[src/rtl/regfile_scoreboard.sv]
// Multi-ported register file with a per-register busy (pending-write) scoreboard.
// Register 0 is hard-wired to zero and is never marked busy.
module regfile_scoreboard #(
    parameter int unsigned XLEN   = 32,
    parameter int unsigned NREGS  = 32,
    parameter int unsigned NREAD  = 2,
    parameter int unsigned NWRITE = 2,
    parameter int unsigned BYPASS = 1
) (
    input  logic                               clk,
    input  logic                               rst,
    input  logic [NREAD*$clog2(NREGS)-1:0]     rd_addr,
    output logic [NREAD*XLEN-1:0]              rd_data,
    output logic [NREAD-1:0]                   rd_busy,
    input  logic [NWRITE-1:0]                  wr_en,
    input  logic [NWRITE*$clog2(NREGS)-1:0]    wr_addr,
    input  logic [NWRITE*XLEN-1:0]             wr_data,
    input  logic                               iss_valid,
    input  logic [$clog2(NREGS)-1:0]           iss_rd,
    output logic                               iss_ready,
    input  logic                               flush
);
    localparam int unsigned AW = $clog2(NREGS);

    logic [XLEN-1:0]  regs_q [NREGS];
    logic [NREGS-1:0] busy_q;
    logic [NREGS-1:0] busy_d;
    logic [NREGS-1:0] wr_hit;
    logic             iss_accept;

    always_comb begin
        wr_hit = '0;
        for (int j = 0; j < int'(NWRITE); j++) begin
            if (wr_en[j]) begin
                wr_hit[wr_addr[j*AW +: AW]] = 1'b1;
            end
        end
        wr_hit[0] = 1'b0;
    end

    // Read ports; later write ports override earlier ones in the bypass path.
    always_comb begin
        logic [AW-1:0] ra;
        ra      = '0;
        rd_data = '0;
        rd_busy = '0;
        for (int i = 0; i < int'(NREAD); i++) begin
            ra = rd_addr[i*AW +: AW];
            if (ra != '0) begin
                rd_data[i*XLEN +: XLEN] = regs_q[ra];
                rd_busy[i]              = busy_q[ra];
                if (BYPASS != 0) begin
                    for (int j = 0; j < int'(NWRITE); j++) begin
                        if (wr_en[j] && (wr_addr[j*AW +: AW] == ra)) begin
                            rd_data[i*XLEN +: XLEN] = wr_data[j*XLEN +: XLEN];
                            rd_busy[i]              = 1'b0;
                        end
                    end
                end
            end
        end
    end

    assign iss_ready  = (iss_rd == '0) || !busy_q[iss_rd] || wr_hit[iss_rd];
    assign iss_accept = iss_valid && iss_ready && (iss_rd != '0);

    // Writeback clears, issue sets (so issue wins on a collision), flush clears all.
    always_comb begin
        busy_d = busy_q & ~wr_hit;
        if (iss_accept) begin
            busy_d[iss_rd] = 1'b1;
        end
        if (flush) begin
            busy_d = '0;
        end
        busy_d[0] = 1'b0;
    end

    always_ff @(posedge clk) begin
        if (rst) begin
            busy_q <= '0;
            for (int r = 0; r < int'(NREGS); r++) begin
                regs_q[r] <= '0;
            end
        end else begin
            busy_q <= busy_d;
            for (int j = 0; j < int'(NWRITE); j++) begin
                if (wr_en[j] && (wr_addr[j*AW +: AW] != '0)) begin
                    regs_q[wr_addr[j*AW +: AW]] <= wr_data[j*XLEN +: XLEN];
                end
            end
        end
    end
endmodule
[config.mk]
export PLATFORM = sky130hd
export DESIGN_NAME = regfile_scoreboard
export DESIGN_NICKNAME = d
export VERILOG_FILES = /design/src/rtl/regfile_scoreboard.sv
export SDC_FILE = /design/constraint.sdc
export NUM_CORES = 2
export LEC_CHECK = 0
export ABC_AREA = 0
export CAP_MARGIN = 10
export CORE_UTILIZATION = 50
export DETAILED_ROUTE_END_ITERATION = 10
export MAX_ROUTING_LAYER = met4
export PLACE_DENSITY = 0.72
export SYNTH_ARGS = -nofsm -noshare
export SYNTH_HDL_FRONTEND = slang
export SYNTH_SLANG_ARGS = --single-unit
[constraint.sdc]
create_clock -name clk -period 6.56 [get_ports clk]
set_input_delay 0.656 -clock clk [delete_from_list [all_inputs] [get_ports clk]]
set_output_delay 0.656 -clock clk [all_outputs]
set_load 0.05 [all_outputs]
# Word-level counts from Yosys, hierarchy flattened
# Memories as Yosys holds them, arrays and structs flattened.
# Cells that the tools add are included.
[totals]
elab_cells = 85
ramBits = 1024
input_bits = 95
ff_bits = 32
out_inout_bits = 67
mem_count = 1
[op_classes]
n_mux = 43
bitwise_logic = 4
n_reduce_logical = 23
n_eq_ne = 4
magnitude_cmp = 8
[memory_table]
columns = ["name", "words", "width", "rd", "rd_ports_with_merged_regs", "wr", "line_no", "rtl"]
rows = [
  ["regs_q", 32, 32, 2, 0, 32, "25", "logic [XLEN-1:0] regs_q [NREGS];"],
]
[ops]
columns = ["operator", "n"]
rows = [
  ["32-bit two-way mux", 11],
  ["32-bit bitwise OR", 2],
  ["32-bit OR reduction", 2],
  ["32-bit bitwise AND", 1],
  ["32-bit inverter", 1],
  ["5-bit by 6-bit < comparator with 1-bit output, second input constant", 5],
  ["5-bit nonzero test", 5],
  ["1-bit two-way mux", 23],
  ["1-bit binary-select mux with 5-bit select", 4],
  ["5-bit equality test", 4],
  ["1-bit demux with 5-bit select", 3],
  ["5-bit by 1-bit greater-or-equal comparator with 1-bit output, second input constant", 3],
  ["1-bit logical AND", 11],
  ["5-bit two-way mux", 2],
  ["5-bit logical NOT", 1],
  ["1-bit logical OR", 2],
  ["2-bit OR reduction", 1],
  ["1-bit logical NOT", 1],
]

# Longest topological paths before layout
[depth]
word_depth = 13
ltp_mapped = 11
ltp_nobuf = 6

# Least setup slack after synthesis
# No wires, ideal clock.
[synth_timing]
kind = "input port to output port"
from = "in rd_addr[0]"
to = "out rd_busy[0]"
stages = 9
required_time_ps = 5904
n_path_buf = 5
arrival_ps = 3145
slack_ps = 2759
path_cell_list = "buf_2 > buf_6 > buf_2 > xor2_1 > nor4_1 > nand3_1 > buf_2 > clkbuf_1 > nor3b_1"
[synth_between]
elab_chain_cells = 5
word_cells_on_any_way = 10
cone_classes = "eq/ne (2); mux (5); reduce/logical (3)"
[synth_rtl]
columns = ["item", "line_no", "rtl"]
rows = [
  ["start, declared", "12", "input logic [NREAD*$clog2(NREGS)-1:0] rd_addr,"],
  ["1-bit binary-select mux with 5-bit select / 5-bit equality test (equally long branches)", "51, 54", ""],
  ["1-bit two-way mux (implied by the code) / 1-bit logical AND (equally long branches)", "51, 54", ""],
  ["1-bit two-way mux (2 in a row)", "54", "if (wr_en[j] && (wr_addr[j*AW +: AW] == ra)) begin"],
  ["1-bit two-way mux (*)", "49", "if (ra != '0) begin"],
  ["end, declared", "14", "output logic [NREAD-1:0] rd_busy,"],
]
# Mark *: on every way between the ends. The rest lies on a longest branch, timed or not. The select of a mux whose other input is x is not followed.

# Worst setup path after layout
[layout_timing]
from = "in wr_addr[2]"
to = "out rd_data[63]"
[layout_between]
elab_chain_cells = 5
[layout_rtl]
columns = ["item", "line_no", "rtl"]
rows = [
  ["start, declared", "16", "input logic [NWRITE*$clog2(NREGS)-1:0] wr_addr,"],
  ["5-bit equality test", "54", ""],
  ["1-bit logical AND", "54", ""],
  ["32-bit two-way mux (2 in a row)", "54", ""],
  ["32-bit two-way mux", "49", ""],
  ["end, declared", "13", "output logic [NREAD*XLEN-1:0] rd_data,"],
]
# No other way between the ends.

==> reports/results.ini <==
[die]
io_pins = 162
die_w_um = 354
row_count = 128
fp.dieH_um = 354
core-area_um2 = 122000
dieArea_um2 = 125000
initial_core_util_pct = 50.7

[routing]
num_vias = 46100
drt-initial-drc-count = 8160
final_antenna_net_count = 0
drt-pass1-iter-count = 6
avgViaCountPerCell = 8.08
drc = 0
drt-total-wl_um = 232000
wl_per_cell_um = 40.6

[setup_path]
crit_buf_inv = 3
worstPathCellList = clkdlybuf4s50_1, xor2_1, nor4_1, nand3_4, buf_4, nand2_1, o21ai_0, o21ai_1, clkdlybuf4s50_1
endpoint_kind = output pin
cp_top_family = buffers and inverters
path_max_fanout = 55
critPathLaunchType = input pin
slowest_delay_ns = 0.84
r2r-start = busy_q[30]
critPathSlowestCell = clkdlybuf4s50_1
rr_worst_depth = 3
critPathMostFrequentCell = clkdlybuf4s50_1
cp_data_arrival_time_ns = 4.80
critical_path_class = input pin to output pin
rr_endpoint = busy_q[30]
r2r_slack_ns = 5.66
worstPathRequired_ns = 5.90

[power]
p_sw_mw = 4.67
p_per_area_nw_per_um2 = 249
intPower_mw = 12.6
combPwrFrac_pct = 16.4
cellLeakagePower_nw = 22.9
peakVddDrop_mv = 0.205
switching_share_pct = 27.0
clockPowerShare_pct = 37.3
seqPwrFrac_pct = 46.3

[sta]
rsz0062_at_grt = false
slew_headroom_pct = 14.3
hold_viol = 0
post-route-period-util_pct = 83.2
setup-tns-final_ns = 0
fin_skew_ns = 0
tightest_slew_ns = 1.28
timing.hold.ws_ns = 0.505
clock.fmax_mhz = 183
fin_crit_ns = 5.46
finalSetupViolations = 0
drv_slew = 0

[logic_synthesis]
netlist.area_leader.share_pct = 49.6
synth_ff_type = edfxtp_1
synth_area_um2 = 62000
ys_warn_count = 0
yosys-mux-area-fraction_pct = 25.3
synth.largest_area_cell = edfxtp_1
syn_inst = 4101
ys_seq_elements = 1055
yosys-top-cells-count = edfxtp_1, a22o_1, mux4_2
yosysUniqueCellTypes = 59
synth-xor-area-share_pct = 0.339
synth_top_family_by_area = multiplexers
synth_most_common_cell = edfxtp_1
seq_area_frac_synth_pct = 50.6
synth-simple-area-share_pct = 3.25
synthArstFlopShare_pct = 0
synth_compound_area_share_pct = 16.1
synthAdderAreaFrac_pct = 0
yosys-top-cells-area = edfxtp_1, mux4_2, a22o_1, clkbuf_1, mux2i_1
synth_area_per_cell_um2 = 15.1
synth_edf_count = 1024

[status]
status = complete, no violations

[min_path]
hold_class = register to register
hold_end = busy_q[20]
min-delay-start = busy_q[20]
min_path_cells = 2

[cells_and_area]
drive_gt1_share_pct = 29.1
fin_util_pct = 56.7
areaGrowthSynthToFinish_pct = 11.8
fillers = 9311
final_cells = 5712
fin_nets = 4080
fin_area_um2 = 69300

[clocking]
cts_made_buffers = 108
clk_latency_ns = 0.69
cts_sinks = 1055
clk_pin_slew_ns = 0.06
post_cts_buffers = 0
cts.repair.resized = 0
cts_max_level = 3
hold_buffers = 0
cts_tree = yes
clock_path_buffers = 3
root_buffer = clkbuf_16

[placement]
portBuffers = 161
post_dp_cell_area_um2 = 65400
dpl.hpwl_um = 136000
routabilityCongestion = 0.947
dp_cells = 5486

[global_route]
first_global_vias = 44800
grt_start_max_net_pins = 81
grt_use_total_pct = 37.7
grt_pass1_wl_um = 327000
antenna_found_initial = 3
grt.overflow.total = 0

[job]
cap_violations = 0

## metal layers
metal	GRT usage (%)	vias to the layer above	routed length (um)
met5	-	-	0
met4	24.1	0	17800
met3	12.1	1036	37700
met2	54.3	4864	103000
met1	45.9	23100	73800
li1	-	17100	-
## through the flow
stage | power (mW) | setup slack, ns
detailed placement | 10.9 | 1.14
floorplan | 9.89 | 2.76
global route | 17.6 | 1.02
CTS | 17.1 | 1.14
finish | 17.3 | 1.10
global placement | 10.8 | 1.26
## logic make-up (layout without fill, tap and decap cells)
kind of cell    count (synthesis)  after routing
other cells                     1             41
mux                           738            738
simple gates                  416            416
xor+xnor                       24             24
flops                        1055           1055
compound gates               1219           1219
buf+inv                       648            594
## tightest hold or removal path, cell delays in order, from the launching register on
cell	delay, ns
dfxtp_1	0.32
nand3_1	0.06
o21ai_0	0.07
## power by group through the flow
| stage | clock network [mW] | registers, mW | logic [mW] |
|---|---|---|---|
| 2_1_floorplan | 0 | 8.03 | 1.85 |
| 5_1_grt | 6.65 | 8.02 | 2.90 |
| 3_5_place_dp | 0 | 8.11 | 2.75 |
| 3_3_place_gp | 0 | 8.07 | 2.72 |
| 4_1_cts | 6.40 | 7.97 | 2.75 |
| 6_report | 6.44 | 7.99 | 2.84 |
## worst max path at each step
stage / cells after the start / end / slack, ns / from
CTS: 9 / rd_data[63] / 1.14 / wr_addr[2]
finish: 9 / rd_data[63] / 1.10 / wr_addr[2]
global placement: 9 / rd_data[63] / 1.26 / wr_addr[2]
floorplan: 9 / rd_busy[0] / 2.76 / rd_addr[0]
global route: 9 / rd_data[63] / 1.02 / wr_addr[2]
detailed placement: 9 / rd_data[63] / 1.14 / wr_addr[2]
## state kept, by name, summed over array words and instances (netlist names)
name    count
regs_q   1024
busy_q     31
## final cells by class
cell class	count	area [um2]	area share (%)
tap	1625	2030	2.93
multi-input combinational	2429	28500	41.2
clock inverter	72	729	1.05
sequential	1055	31400	45.2
inverter	4	15.0	0.0217
clock buffer	131	2910	4.19
timing repair buffer	387	3730	5.38
antenna	9	22.5	0.0325
## layout by cell type, fill, tap and decap left out, types with 25 or more instances in the layout
cell type	instances
nor2_4	33
clkbuf_16	113
o21ai_1	64
nor3_2	27
dfxtp_1	31
nor2_1	39
nand3_1	37
mux2i_1	72
o21ai_0	95
a22oi_1	27
buf_4	201
nand2_1	161
conb_1	32
or3_2	25
clkdlybuf4s50_1	150
a22o_1	998
mux4_2	662
edfxtp_1	1024
No activity file was read; power rests on OpenSTA's default activity.
